[config.mk]
export PLATFORM = sky130hd
export DESIGN_NAME = inv_mode_ctrl
export DESIGN_NICKNAME = d
export VERILOG_FILES = /design/src/rtl/inv_mode_ctrl.sv
export SDC_FILE = /design/constraint.sdc
export NUM_CORES = 1
export LEC_CHECK = 0
export ABC_AREA = 1
export CAP_MARGIN = 20
export CORE_UTILIZATION = 40
export DETAILED_ROUTE_END_ITERATION = 10
export DONT_BUFFER_PORTS = 1
export SLEW_MARGIN = 20
export SYNTH_ARGS = -nofsm -noshare
export SYNTH_HDL_FRONTEND = slang
export SYNTH_SLANG_ARGS = --single-unit
[constraint.sdc]
create_clock -name clk_i -period 4.2 [get_ports clk_i]
set_input_delay 0.42 -clock clk_i [delete_from_list [all_inputs] [get_ports clk_i]]
set_output_delay 0.42 -clock clk_i [all_outputs]
set_load 0.1 [all_outputs]
[src/rtl/inv_mode_ctrl.sv]
// -----------------------------------------------------------------------------
// inv_mode_ctrl
//
// Frame-synchronous controller for the pixel-inversion datapath.
//  - Debounces the raw mode switches and commits a new invert mode only on a
//    vertical-sync rising edge, so one frame is never split between two modes.
//  - Produces the per-pixel invert select from the block-darkness decision.
//  - Sequences the upstream hot-plug-detect with a settle delay after the
//    downstream HPD rises; a downstream drop releases it immediately.
//
// Parameters:
//   DEB_CYCLES  clocks a switch value must be stable before it is accepted
//   HPD_DELAY   clocks downstream HPD must stay high before upstream HPD rises
//
// Ports (all in the clk_i domain unless noted):
//   clk_i        input pixel clock
//   rst_i        synchronous reset, active-high
//   sw_i         raw mode switches (asynchronous)
//   hpd_force_i  force upstream HPD high (asynchronous)
//   vs_i         input vertical sync, active-high
//   blk_x_i      current-block "dark" decision
//   vout_hpd_i   downstream HPD (asynchronous)
//   px_inv_o     invert current pixel (combinational from blk_x_i)
//   mode_o       committed mode
//   pending_o    stable switch value differs from committed mode
//   vin_hpd_o    upstream HPD
//
// Optional build macro INV_MODE_CTRL_FRAME_CNT_EN adds:
//   frame_cnt_o     frame counter, wraps at 16 bits
//   mode_changes_o  count of frames where the committed mode changed (saturates)
// -----------------------------------------------------------------------------
module inv_mode_ctrl #(
    parameter int DEB_CYCLES = 1000000,
    parameter int HPD_DELAY  = 16777216
) (
    input  logic        clk_i,
    input  logic        rst_i,
    input  logic [1:0]  sw_i,
    input  logic        hpd_force_i,
    input  logic        vs_i,
    input  logic        blk_x_i,
    input  logic        vout_hpd_i,
    output logic        px_inv_o,
    output logic [1:0]  mode_o,
    output logic        pending_o,
    output logic        vin_hpd_o
`ifdef INV_MODE_CTRL_FRAME_CNT_EN
    ,
    output logic [15:0] frame_cnt_o,
    output logic [7:0]  mode_changes_o
`endif
);

    localparam int DEB_W = $clog2(DEB_CYCLES + 1);
    localparam int HPD_W = $clog2(HPD_DELAY + 1);

    localparam logic [DEB_W-1:0] DEB_MAX  = DEB_W'(DEB_CYCLES);
    localparam logic [HPD_W-1:0] HPD_LAST = HPD_W'(HPD_DELAY - 1);

    typedef enum logic [1:0] {
        HPD_DOWN = 2'd0,
        HPD_WAIT = 2'd1,
        HPD_UP   = 2'd2
    } hpd_state_t;

    // Synchroniser stages
    logic [1:0]       sw_meta_r;
    logic [1:0]       sw_sync_r;
    logic             force_meta_r;
    logic             force_sync_r;
    logic             vout_meta_r;
    logic             vout_sync_r;

    // Debounce state
    logic [1:0]       cand_r;
    logic [1:0]       stable_r;
    logic [DEB_W-1:0] deb_cnt_r;

    // Frame / mode state
    logic             vs_q_r;
    logic             frame_start_s;
    logic [1:0]       mode_r;
    logic             pending_r;
    logic             px_inv_s;

    // HPD sequencer
    hpd_state_t       hpd_state_r;
    hpd_state_t       hpd_next_s;
    logic [HPD_W-1:0] hpd_cnt_r;
    logic [HPD_W-1:0] hpd_cnt_next_s;
    logic             vin_hpd_r;

    // Two-flop synchronisers for the asynchronous board inputs
    always_ff @(posedge clk_i) begin
        if (rst_i) begin
            sw_meta_r    <= 2'b00;
            sw_sync_r    <= 2'b00;
            force_meta_r <= 1'b0;
            force_sync_r <= 1'b0;
            vout_meta_r  <= 1'b0;
            vout_sync_r  <= 1'b0;
        end else begin
            sw_meta_r    <= sw_i;
            sw_sync_r    <= sw_meta_r;
            force_meta_r <= hpd_force_i;
            force_sync_r <= force_meta_r;
            vout_meta_r  <= vout_hpd_i;
            vout_sync_r  <= vout_meta_r;
        end
    end

    // Switch debounce: any change restarts the count; the stable value is
    // taken from the registered count so it lands one clock after saturation
    always_ff @(posedge clk_i) begin
        if (rst_i) begin
            cand_r    <= 2'b00;
            stable_r  <= 2'b00;
            deb_cnt_r <= {DEB_W{1'b0}};
        end else begin
            if (sw_sync_r != cand_r) begin
                cand_r    <= sw_sync_r;
                deb_cnt_r <= {DEB_W{1'b0}};
            end else if (deb_cnt_r != DEB_MAX) begin
                deb_cnt_r <= deb_cnt_r + DEB_W'(1);
            end
            if (deb_cnt_r == DEB_MAX) begin
                stable_r <= cand_r;
            end
        end
    end

    // vs_i is already in this clock domain, so only edge detection is needed
    assign frame_start_s = vs_i & ~vs_q_r;

    // Mode commit at frame start; stable_r is the pre-edge value, so a switch
    // settling in the same cycle waits for the next frame
    always_ff @(posedge clk_i) begin
        if (rst_i) begin
            vs_q_r    <= 1'b0;
            mode_r    <= 2'b00;
            pending_r <= 1'b0;
        end else begin
            vs_q_r    <= vs_i;
            pending_r <= (stable_r != mode_r);
            if (frame_start_s) begin
                mode_r <= stable_r;
            end
        end
    end

    // Per-pixel invert select; must be zero-latency from blk_x_i
    always_comb begin
        px_inv_s = blk_x_i;
        case (mode_r)
            2'b00:   px_inv_s = blk_x_i;
            2'b01:   px_inv_s = 1'b0;
            2'b10:   px_inv_s = 1'b1;
            2'b11:   px_inv_s = ~blk_x_i;
            default: px_inv_s = blk_x_i;
        endcase
    end

    // HPD sequencer state register
    always_ff @(posedge clk_i) begin
        if (rst_i) begin
            hpd_state_r <= HPD_DOWN;
            hpd_cnt_r   <= {HPD_W{1'b0}};
            vin_hpd_r   <= 1'b0;
        end else begin
            hpd_state_r <= hpd_next_s;
            hpd_cnt_r   <= hpd_cnt_next_s;
            vin_hpd_r   <= (hpd_next_s == HPD_UP) | force_sync_r;
        end
    end

    // HPD sequencer next state: settle delay on rise, immediate release on drop
    always_comb begin
        hpd_next_s     = hpd_state_r;
        hpd_cnt_next_s = hpd_cnt_r;
        case (hpd_state_r)
            HPD_DOWN: begin
                hpd_cnt_next_s = {HPD_W{1'b0}};
                if (vout_sync_r) begin
                    hpd_next_s = HPD_WAIT;
                end else begin
                    hpd_next_s = HPD_DOWN;
                end
            end
            HPD_WAIT: begin
                if (!vout_sync_r) begin
                    hpd_next_s     = HPD_DOWN;
                    hpd_cnt_next_s = {HPD_W{1'b0}};
                end else if (hpd_cnt_r == HPD_LAST) begin
                    hpd_next_s = HPD_UP;
                end else begin
                    hpd_cnt_next_s = hpd_cnt_r + HPD_W'(1);
                end
            end
            HPD_UP: begin
                if (!vout_sync_r) begin
                    hpd_next_s = HPD_DOWN;
                end else begin
                    hpd_next_s = HPD_UP;
                end
            end
            default: begin
                hpd_next_s     = HPD_DOWN;
                hpd_cnt_next_s = {HPD_W{1'b0}};
            end
        endcase
    end

`ifdef INV_MODE_CTRL_FRAME_CNT_EN
    logic [15:0] frame_cnt_r;
    logic [7:0]  mode_chg_r;

    // Frame statistics: wrapping frame count, saturating mode-change count
    always_ff @(posedge clk_i) begin
        if (rst_i) begin
            frame_cnt_r <= 16'h0000;
            mode_chg_r  <= 8'h00;
        end else if (frame_start_s) begin
            frame_cnt_r <= frame_cnt_r + 16'd1;
            if ((stable_r != mode_r) && (mode_chg_r != 8'hFF)) begin
                mode_chg_r <= mode_chg_r + 8'd1;
            end
        end
    end

    assign frame_cnt_o    = frame_cnt_r;
    assign mode_changes_o = mode_chg_r;
`endif

    assign px_inv_o  = px_inv_s;
    assign mode_o    = mode_r;
    assign pending_o = pending_r;
    assign vin_hpd_o = vin_hpd_r;

endmodule
# After elaboration in Yosys (flattened, before gate mapping)
# Cells that the tools add are included.
# word_totals
inputBits	8
wordCells	47
output_inout_bits	5
reg_bits	64
# op_classes
reduce_logical	4
addsub	2
n_bitwise	5
n_mux	9
n_eq_ne	12
# op_table
op	n
25-bit 2-to-1 mux	2
25-bit case mux with 2 select lines	1
25-bit by 1-bit adder with 25-bit output (second input constant)	1
25-bit by 24-bit equality test with 1-bit output (second input constant)	1
20-bit by 1-bit adder with 20-bit output (second input constant)	1
20-bit equality test (second input constant)	1
20-bit != test (second input constant)	1
2-bit equality test (second input constant)	4
2-bit 2-to-1 mux	3
2-bit case mux with 3 select lines	1
2-bit by 1-bit equality test with 1-bit output (second input constant)	2
2-bit zero test	2
2-bit != test	2
1-bit case mux with 4 select lines	1
3-bit != test (second input constant)	1
1-bit NOT	3
2-bit AND reduction	1
2-bit OR reduction	1
1-bit AND	1
1-bit 2-to-1 mux	1
1-bit OR	1

# Depth between registers and ports, before layout
# Gate-level depths: netlist of the first run.
# depth
depth_word	6
depth_mapped	11
ltp_nobuf	10

# Least setup slack after synthesis of the first run
# No wires, ideal clock.
# synth_timing
kind	register to output
startpoint	reg mode_r[1] (netlist: mode_o[1])
endpoint	out px_inv_o
t_arrival_ns	2.579
path_buffers	0
required_time_ns	3.780
slack_ns	1.201
path_stages_with_launch	3
path_cell_list	dfxtp_1 nor2_1 a21oi_1
# synth_via
elab_chain_cells	2
elab_cells_between_ends	5
classes_between	eq/ne (3); mux (1); reduce/logical (1)
# synth_rtl
element	line_no	rtl
start, declared	82	logic [1:0] mode_r;
start signal, assigned	146	mode_r <= stable_r;
2-bit equality test, or another cell as far along	154	case (mode_r)
1-bit case mux with 4 select lines (*)	154	
end, declared	43	output logic px_inv_o,
# Mark *: on every way between the ends. The rest lies on a longest branch, timed or not.

# Final worst setup path of the first run
# layout_timing
startpoint	reg mode_r[0] (netlist: mode_o[0])
endpoint	out px_inv_o
# Same word-level chain as after synthesis.

==> results of run 1 <==
cell type report:
class	instances	area, um2
Clock buffer	10	138
Clock inverter	6	115
Fill cell	860	4540
Inverter	75	282
Multi-Input combinational cell	382	1880
Sequential cell	64	1280
Tap cell	105	131
Timing Repair Buffer	2	15.0
per-stage QoR:
stage,utilization (%),area (um2),hold WS (ps)
after detailed placement,42.8,3580,396
after floorplan,-,3520,388
after CTS,45.8,3840,108
after global routing,45.8,3840,100
after global placement,42.8,3580,391
final,45.8,3840,124
path summary, 6_finish.rpt:
check	startpoint	end	slack, ps	cells past startpoint
max	mode_o[0]	px_inv_o	1660	1
min	rst_i	hpd_cnt_r[5]	120	1
max reg2reg	hpd_cnt_r[0]	hpd_cnt_r[1]	2060	10
min reg2reg	sw_meta_r[0]	sw_sync_r[0]	410	2
layer usage:
layer,GRT usage (%),part of all wire [%],vias to the layer above
li1,-,-,1707
met1,24.0,50,1450
met2,32.1,44,57
met3,4.66,4.5,11
met4,4.60,1.1,0
met5,0,0,-
state kept, by name, summed over array words and instances, names as in the netlist, 2 cells and up:
name         count
mode_o           2
stable_r         2
sw_meta_r        2
hpd_cnt_r       25
deb_cnt_r       20
sw_sync_r        2
cand_r           2
hpd_state_r      2
where the power goes:
part | total (mW) | internal [mW] | switching [mW]
registers | 0.633 | 0.615 | 0.0173
clock network | 0.681 | 0.414 | 0.267
logic | 0.0451 | 0.0127 | 0.0324
total | 1.36 | 1.04 | 0.317
kinds of logic (layout without fill, tap and decap cells):
| logic type | after synthesis | count (layout) |
|---|---|---|
| AOI/OAI and AO/OA | 62 | 62 |
| xor gates and xnor gates | 3 | 3 |
| adders and majority gates | 3 | 3 |
| buffers and inverters | 86 | 93 |
| DFF | 64 | 64 |
| and+or+nand+nor | 314 | 314 |
worst reg2reg max path: cells and delay by family (launching register included):
| family | cells | cell delay [ps] |
|---|---|---|
| flip-flops | 1 | 420 |
| adder cells (fa/ha/maj) | 1 | 230 |
| AND/OR/NAND/NOR | 9 | 1400 |
synth_stat cells, types with 2 or more instances:
| cell type | count | share of area, % |
|---|---|---|
| o21ai_0 | 20 | 2.8 |
| nand2_1 | 114 | 12 |
| a21oi_2 | 13 | 3.2 |
| clkinv_1 | 2 | 0.21 |
| inv_1 | 73 | 7.8 |
| nor4_1 | 4 | 0.71 |
| buf_1 | 3 | 0.32 |
| nand4_1 | 16 | 2.8 |
| ha_1 | 3 | 1.1 |
| dfxtp_1 | 64 | 36 |
| nor2_4 | 4 | 1.3 |
| clkbuf_1 | 3 | 0.32 |
| nand2_2 | 15 | 2.7 |
| nand2_4 | 2 | 0.64 |
| xnor2_1 | 2 | 0.50 |
| buf_12 | 2 | 1.1 |
| buf_2 | 2 | 0.28 |
| nor3_1 | 9 | 1.3 |
| or2_2 | 4 | 0.71 |
| nor2_2 | 4 | 0.71 |
| a21oi_1 | 22 | 3.1 |
| nor3b_1 | 2 | 0.43 |
| nor2_1 | 92 | 9.8 |
| nand3_1 | 45 | 6.4 |
==> flow_summary.json, run 1 <==
{
  "status": "finished clean",
  "first_iter_violations": 121,
  "synth_xor_area_share_pct": 0.747,
  "die-area_mm2": 0.00917,
  "fin_setup_tns_ps": 0,
  "relSlewSlack_pct": 21.3,
  "dieHeight_um": 95.8,
  "path_class": "reg2out",
  "grt_pass1_vias": 3072,
  "core_area_mm2": 0.00838,
  "place_ws_ps": 2020,
  "synth_cell_types": 36,
  "finClkSkew_ps": 10.7,
  "path_clk_slew_ps": 80,
  "critPathArrivalTime_ps": 2120,
  "grt_remaining_overflow": 0,
  "setup_slack_ps": 1660,
  "power_mw": 1.36,
  "drive_gt1_share_pct": 11.7,
  "cp_top_family": "compound AO/OA/AOI/OAI gates",
  "hp-class": "in2reg",
  "cts_tree": "built",
  "synth_top_family_by_area": "simple AND/OR/NAND/NOR gates",
  "start_util_pct": 42.0,
  "num_vias": 3225,
  "tightest_slew_ps": 1180,
  "syn_avg_cell_area_um2": 6.61,
  "antenna_found_initial": 0,
  "grt_usage_pct": 18.9,
  "setup_viol_count_final": 0,
  "synth_fa_ha_area_share_pct": 1.07,
  "peakVddDrop_uv": 188,
  "layout.nets": 545,
  "clock-sinks": 64,
  "port_buffers": 0,
  "most-common-layout-cells": "nand2_1, nor2_1, inv_1, dfxtp_1, nand3_1",
  "gp_congestion": 0.852,
  "dp_hpwl_um": 5530,
  "fmax_mhz": 394,
  "ant_nets": 0,
  "ys_warn_count": 0,
  "syn_inst": 532,
  "cts_root_buf": "clkbuf_8",
  "drcViolationCount": 0,
  "cts-htree-levels": 3,
  "totalWireLength_um": 7720,
  "final_common_cell": "nand2_1",
  "syn-num-nets": 543,
  "cp.required_ps": 3780,
  "grt_max_degree": 32,
  "cts_setup_buffers": 0,
  "power.leakage_nw": 1.38,
  "slowest_stage": "a21oi_2",
  "async_flop_share_pct": 0,
  "hold_viol": 0,
  "num_antenna_cells": 0,
  "critPathMaxFanout": 4,
  "worst-path-buf-inv": 0,
  "placed_cells": 628,
  "fin_cells": 644,
  "cts_resized": 0,
  "num_io_pins": 13,
  "die_w_um": 95.8,
  "viasPerCell": 5.01,
  "finalMaxSlewViolations": 0,
  "syn-cell-area_mm2": 0.00352,
  "path_cells": "a21oi_2",
  "synth_seq_cells": 64,
  "synth.yosys.seq_area_share_pct": 36.4,
  "worstSetupEndpointType": "output port",
  "muxShareOfSynthArea_pct": 0,
  "drtPass1Iterations": 5,
  "slowest_delay_ps": 1100,
  "drv_cap": 0,
  "grt_pass1_wl_um": 13500,
  "p_per_area_mw_per_mm2": 354,
  "period_share_pct": 60.4,
  "startpoint_type": "flip-flop",
  "wire_per_inst_um": 12.0,
  "ys.flop_type": "dfxtp_1",
  "synthSimpleGateAreaFrac_pct": 40.7,
  "syn_to_final_growth_pct": 9.07,
  "fin_crit_ps": 2540,
  "cts-buffers-inserted": 9,
  "rows": 33,
  "synth_compound_area_share_pct": 10.7,
  "insertion_delay_ps": 350,
  "rsz0062_at_grt": "no",
  "synth_edf_count": 0,
  "ctsHoldBuffers": 0,
  "clockBufferDepth": 2
}
(Power assumes the default switching activity.)
==> inputs of run 2 (changes only) <==
clock period = 2.6 ns   (was 4.2 ns; I/O delays follow)
==> flow_summary.json, run 2 (synthesis results as in run 1) <==
{
  "status": "finished clean",
  "final_common_cell": "nand2_1",
  "switching_share_pct": 26.2,
  "slowest_stage": "dfxtp_1",
  "ctsHoldBuffers": 4,
  "multi_input_area_mm2": 0.00188,
  "regArea_mm2": 0.00128,
  "period_share_pct": 71.3,
  "largest_register_ff_count": 25,
  "cts-htree-levels": 3,
  "hold_viol": 0,
  "placed_cell_area_mm2": 0.00362,
  "ant_nets": 0,
  "rsz0062_at_grt": "no",
  "relSlewSlack_pct": 37.3,
  "path_cells": "ha_1 > nand2_2 > nor2_4 > nand2_4 > nor2_4 > nand4_4 > nand2_4 > nand2_1 > nand2_1 > nor2_1",
  "tightest_slew_ps": 939,
  "pwr-share-comb_pct": 5.2,
  "hp-class": "in2reg",
  "die-area_mm2": 0.00917,
  "cts_tree": "built",
  "reg_top3": "hpd_cnt_r: 25 flops, deb_cnt_r: 20 flops",
  "totalWireLength_um": 7870,
  "fin_setup_tns_ps": 0,
  "core_area_mm2": 0.00838,
  "startpoint_type": "flip-flop",
  "start_util_pct": 42.0,
  "setup_viol_count_final": 0,
  "p_clk_share_pct": 44.2,
  "finalMaxSlewViolations": 0,
  "clock-sinks": 64,
  "place_ws_ps": 759,
  "first_iter_violations": 169,
  "cts_setup_buffers": 0,
  "internal_power_mw": 1.48,
  "drv_cap": 0,
  "path_class": "reg2reg",
  "rows": 33,
  "drtPass1Iterations": 4,
  "slowest_delay_ps": 420,
  "cts-buffers-inserted": 9,
  "power_mw": 2.00,
  "cts_resized": 0,
  "grt_usage_pct": 19.5,
  "finClkSkew_ps": 13.9,
  "worstSetupEndpointType": "flip-flop",
  "fin_crit_ps": 1850,
  "most-common-layout-cells": "nand2_1, nor2_1, inv_1, dfxtp_1, nand3_1",
  "p_per_area_mw_per_mm2": 517,
  "grt_pass1_vias": 3035,
  "wire_per_inst_um": 12.0,
  "cts_root_buf": "clkbuf_8",
  "syn_to_final_growth_pct": 10.1,
  "peakVddDrop_uv": 359,
  "finalCoreUtilization_pct": 46.2,
  "cp.required_ps": 2840,
  "p_seq_share_pct": 50.5,
  "finalInstanceArea_mm2": 0.00387,
  "fmax_mhz": 539,
  "dp_hpwl_um": 5700,
  "path_clk_slew_ps": 80,
  "power.leakage_nw": 1.40,
  "num_io_pins": 13,
  "insertion_delay_ps": 350,
  "grt_remaining_overflow": 0,
  "num_vias": 3247,
  "port_buffers": 0,
  "dieHeight_um": 95.8,
  "grt_max_degree": 30,
  "setup_slack_ps": 746,
  "critPathArrivalTime_ps": 2100,
  "critPathMaxFanout": 23,
  "gp_congestion": 0.880,
  "viasPerCell": 4.97,
  "fillers": 859,
  "netSwitchingPower_mw": 0.526,
  "drive_gt1_share_pct": 12.6,
  "layout.nets": 554,
  "antenna_found_initial": 0,
  "clockBufferDepth": 2,
  "largest-register": "hpd_cnt_r",
  "die_w_um": 95.8,
  "drcViolationCount": 0,
  "grt_pass1_wl_um": 13800,
  "num_antenna_cells": 0
}
-- run 2: changes by cell type in the layout (fill, tap and decap cells not counted), sizes merged --
cell / delta
clkinv: +1
inv: +2
dlygate4sd3: +3
buf: +6
bufinv: -2
clkbuf: -1
-- run 2: critical path: cells and delay by family (launching register included) --
| kind | cells | cell delay (ps) |
|---|---|---|
| adder cells (fa/ha/maj) | 1 | 210 |
| flip-flops | 1 | 420 |
| AND/OR/NAND/NOR | 9 | 1100 |
-- run 2: power groups by stage --
stage | sequential (mW) | combinational, mW | clock (mW)
3_3_place_gp | 1.03 | 0.0871 | 0
3_5_place_dp | 1.04 | 0.0894 | 0
2_1_floorplan | 1.05 | 0.0610 | 0
5_1_grt | 1.01 | 0.116 | 0.959
4_1_cts | 1.01 | 0.106 | 0.913
6_report | 1.01 | 0.105 | 0.886
-- run 2: final cells by class --
| class | count | area share, % |
|---|---|---|
| inverters | 75 | 7.27 |
| repair buffers | 11 | 2.65 |
| multi-input cells | 382 | 48.4 |
| well taps | 105 | 3.39 |
| clock buffers | 9 | 3.20 |
| clock inverters | 7 | 2.00 |
| flip-flops and latches | 64 | 33.1 |
-- run 2: metrics by stage --
step                      std cells  hold WS (ps)
final                           653          9.91
after global routing            653          27.0
after CTS                       653          6.70
after detailed placement        633           329
after global placement          633           329
after floorplan                 532           367
-- run 2: layer usage --
| metal | global-route usage [%] | wire length, um | part of all wire [%] | vias to the layer above |
|---|---|---|---|---|
| met4 | 7.84 | 129 | 1.6 | 0 |
| met1 | 27.0 | 4170 | 53 | 1457 |
| met2 | 29.8 | 3330 | 42 | 58 |
| met5 | 0 | 0 | 0 | - |
| met3 | 3.40 | 235 | 3.0 | 11 |
| li1 | - | - | - | 1721 |
-- run 2: path summary, 6_finish.rpt --
kind / depth (start not counted) / slack [ps] / startpoint / end
setup reg to reg: 10 / 750 / hpd_cnt_r[0] / hpd_cnt_r[1]
hold reg to reg: 2 / 400 / sw_meta_r[1] / sw_sync_r[1]
setup / recovery: 10 / 750 / hpd_cnt_r[0] / hpd_cnt_r[1]
hold / removal: 2 / 10 / vout_hpd_i / vout_meta_r
==> inputs of run 3 (changes only) <==
clock period = 1.94 ns   (was 2.6 ns; I/O delays follow)
==> flow_summary.json, run 3 (synthesis results as in run 1) <==
{
  "insertion_delay_ps": 340,
  "power.leakage_nw": 1.50,
  "setup.worst_path.start": "hpd_cnt_r[0]",
  "fmax_mhz": 567,
  "path_class": "reg2reg",
  "grt_pass1_wl_um": 14500,
  "num_io_pins": 13,
  "viasPerCell": 4.97,
  "clock-sinks": 64,
  "critPathArrivalTime_ps": 1990,
  "peakVddDrop_uv": 404,
  "clockBufferDepth": 2,
  "die-area_mm2": 0.00917,
  "startpoint_type": "flip-flop",
  "regArea_mm2": 0.00128,
  "crit_end": "hpd_cnt_r[9]",
  "period_share_pct": 91.0,
  "num_vias": 3339,
  "finClkSkew_ps": 12.1,
  "grt_max_degree": 30,
  "setup_slack_ps": 175,
  "multi_input_area_mm2": 0.00189,
  "placed_cell_area_mm2": 0.00376,
  "worst-r2r-setup-slack_ps": 170,
  "cts-buffers-inserted": 9,
  "wl_met2_um": 3760,
  "gp_congestion": 0.870,
  "finalInstanceArea_mm2": 0.00404,
  "wl_met1_um": 3980,
  "wire_per_inst_um": 12.1,
  "rr_worst_depth": 11,
  "drv_cap": 0,
  "reg_top3": "hpd_cnt_r: 25 flops, deb_cnt_r: 20 flops",
  "drtPass1Iterations": 4,
  "r2r-start": "hpd_cnt_r[0]",
  "fillers": 840,
  "largest-register": "hpd_cnt_r",
  "hold_viol": 0,
  "port_buffers": 0,
  "grt_pass1_vias": 3215,
  "drcViolationCount": 0,
  "setup_viol_count_final": 0,
  "cts_tree": "built",
  "first_iter_violations": 149,
  "path_clk_slew_ps": 80,
  "cts_root_buf": "clkbuf_8",
  "layout.nets": 573,
  "ant_nets": 0,
  "fin_setup_tns_ps": 0,
  "dp_hpwl_um": 6000,
  "r2r-end": "hpd_cnt_r[9]",
  "place_ws_ps": 135,
  "status": "finished clean",
  "worstSetupEndpointType": "flip-flop",
  "drive_gt1_share_pct": 15.2,
  "totalWireLength_um": 8150,
  "grt_usage_pct": 20.4,
  "core_area_mm2": 0.00838,
  "die_w_um": 95.8,
  "tightest_slew_ps": 449,
  "grt_remaining_overflow": 0,
  "largest_register_ff_count": 25,
  "relSlewSlack_pct": 69.8,
  "rows": 33,
  "dieHeight_um": 95.8,
  "cts-htree-levels": 3,
  "critPathMaxFanout": 14,
  "hp-class": "in2reg",
  "rsz0062_at_grt": "no",
  "fin_crit_ps": 1770,
  "holdWs_ps": 116,
  "p_per_area_mw_per_mm2": 662,
  "syn_to_final_growth_pct": 14.7,
  "route.met3.wl_um": 289,
  "fin_cells": 672,
  "final_common_cell": "nand2_1",
  "placed_cells": 650,
  "cp.required_ps": 2170,
  "num_antenna_cells": 0,
  "antenna_found_initial": 0,
  "start_util_pct": 42.0,
  "top_layer": "met4",
  "most-common-layout-cells": "nand2_1, nor2_1, inv_1, dfxtp_1, nand3_1",
  "finalMaxSlewViolations": 0
}
-- run 3: cell count changes in the layout (fill, tap and decap cells not counted), sizes merged --
cell | previous run | this run
clkbuf | 9 | 11
inv | 76 | 73
clkinv | 4 | 5
dlygate4sd3 | 3 | 5
buf | 8 | 25
-- run 3: cell type report --
class / instances / area share (%)
clock buffers: 11 / 3.50
clock inverters: 5 / 1.40
inverters: 75 / 6.98
multi-input cells: 382 / 46.9
flip-flops and latches: 64 / 31.8
well taps: 105 / 3.26
repair buffers: 30 / 6.20
-- run 3: power breakdown --
part	switching, mW	internal (mW)	total (mW)
Clock	0.539	0.627	1.17
Sequential	0.0123	1.33	1.35
Combinational	0.112	0.0493	0.161
Total	0.663	2.01	2.67
-- run 3: what timing repair did --
| item | CTS | global route |
|---|---|---|
| buffers inserted | 0 | 0 |
| endpoints found under the setup margin | 0 | 4 |
| gates resized for setup | 0 | 1 |
| hold buffers | 6 | 0 |
| endpoints found under the hold margin | 29 | 0 |
-- run 3: through the flow --
stage	util (%)	total power, mW
floorplan	-	1.49
global placement	44.8	1.51
detailed placement	44.8	1.51
CTS	48.0	2.70
global route	48.1	2.77
finish	48.1	2.67
-- run 3: critical path, stage by stage (launching register included) --
cell	delay, ps
dfxtp_1	420
ha_1	210
nand2_2	80
nor2_4	170
nand2_4	80
nor2_4	140
nand4_4	120
buf_4	220
nand3_1	80
nand2_1	50
inv_1	40
nor2_1	30
-- run 3: how the worst min path moves through the flow --
| stage | to | cells after the start | from |
|---|---|---|---|
| floorplan | force_meta_r | 2 | hpd_force_i |
| global placement | hpd_cnt_r[2] | 1 | rst_i |
| detailed placement | hpd_cnt_r[7] | 1 | rst_i |
| CTS | hpd_cnt_r[7] | 2 | rst_i |
| global route | hpd_cnt_r[7] | 2 | rst_i |
| finish | hpd_cnt_r[7] | 2 | rst_i |
-- run 3: per-layer routing --
metal  GRT usage [%]  vias up
met5               0        -
met4            7.34        0
met3            3.79       11
met2            34.8       55
met1            25.7     1513
li1                -     1760
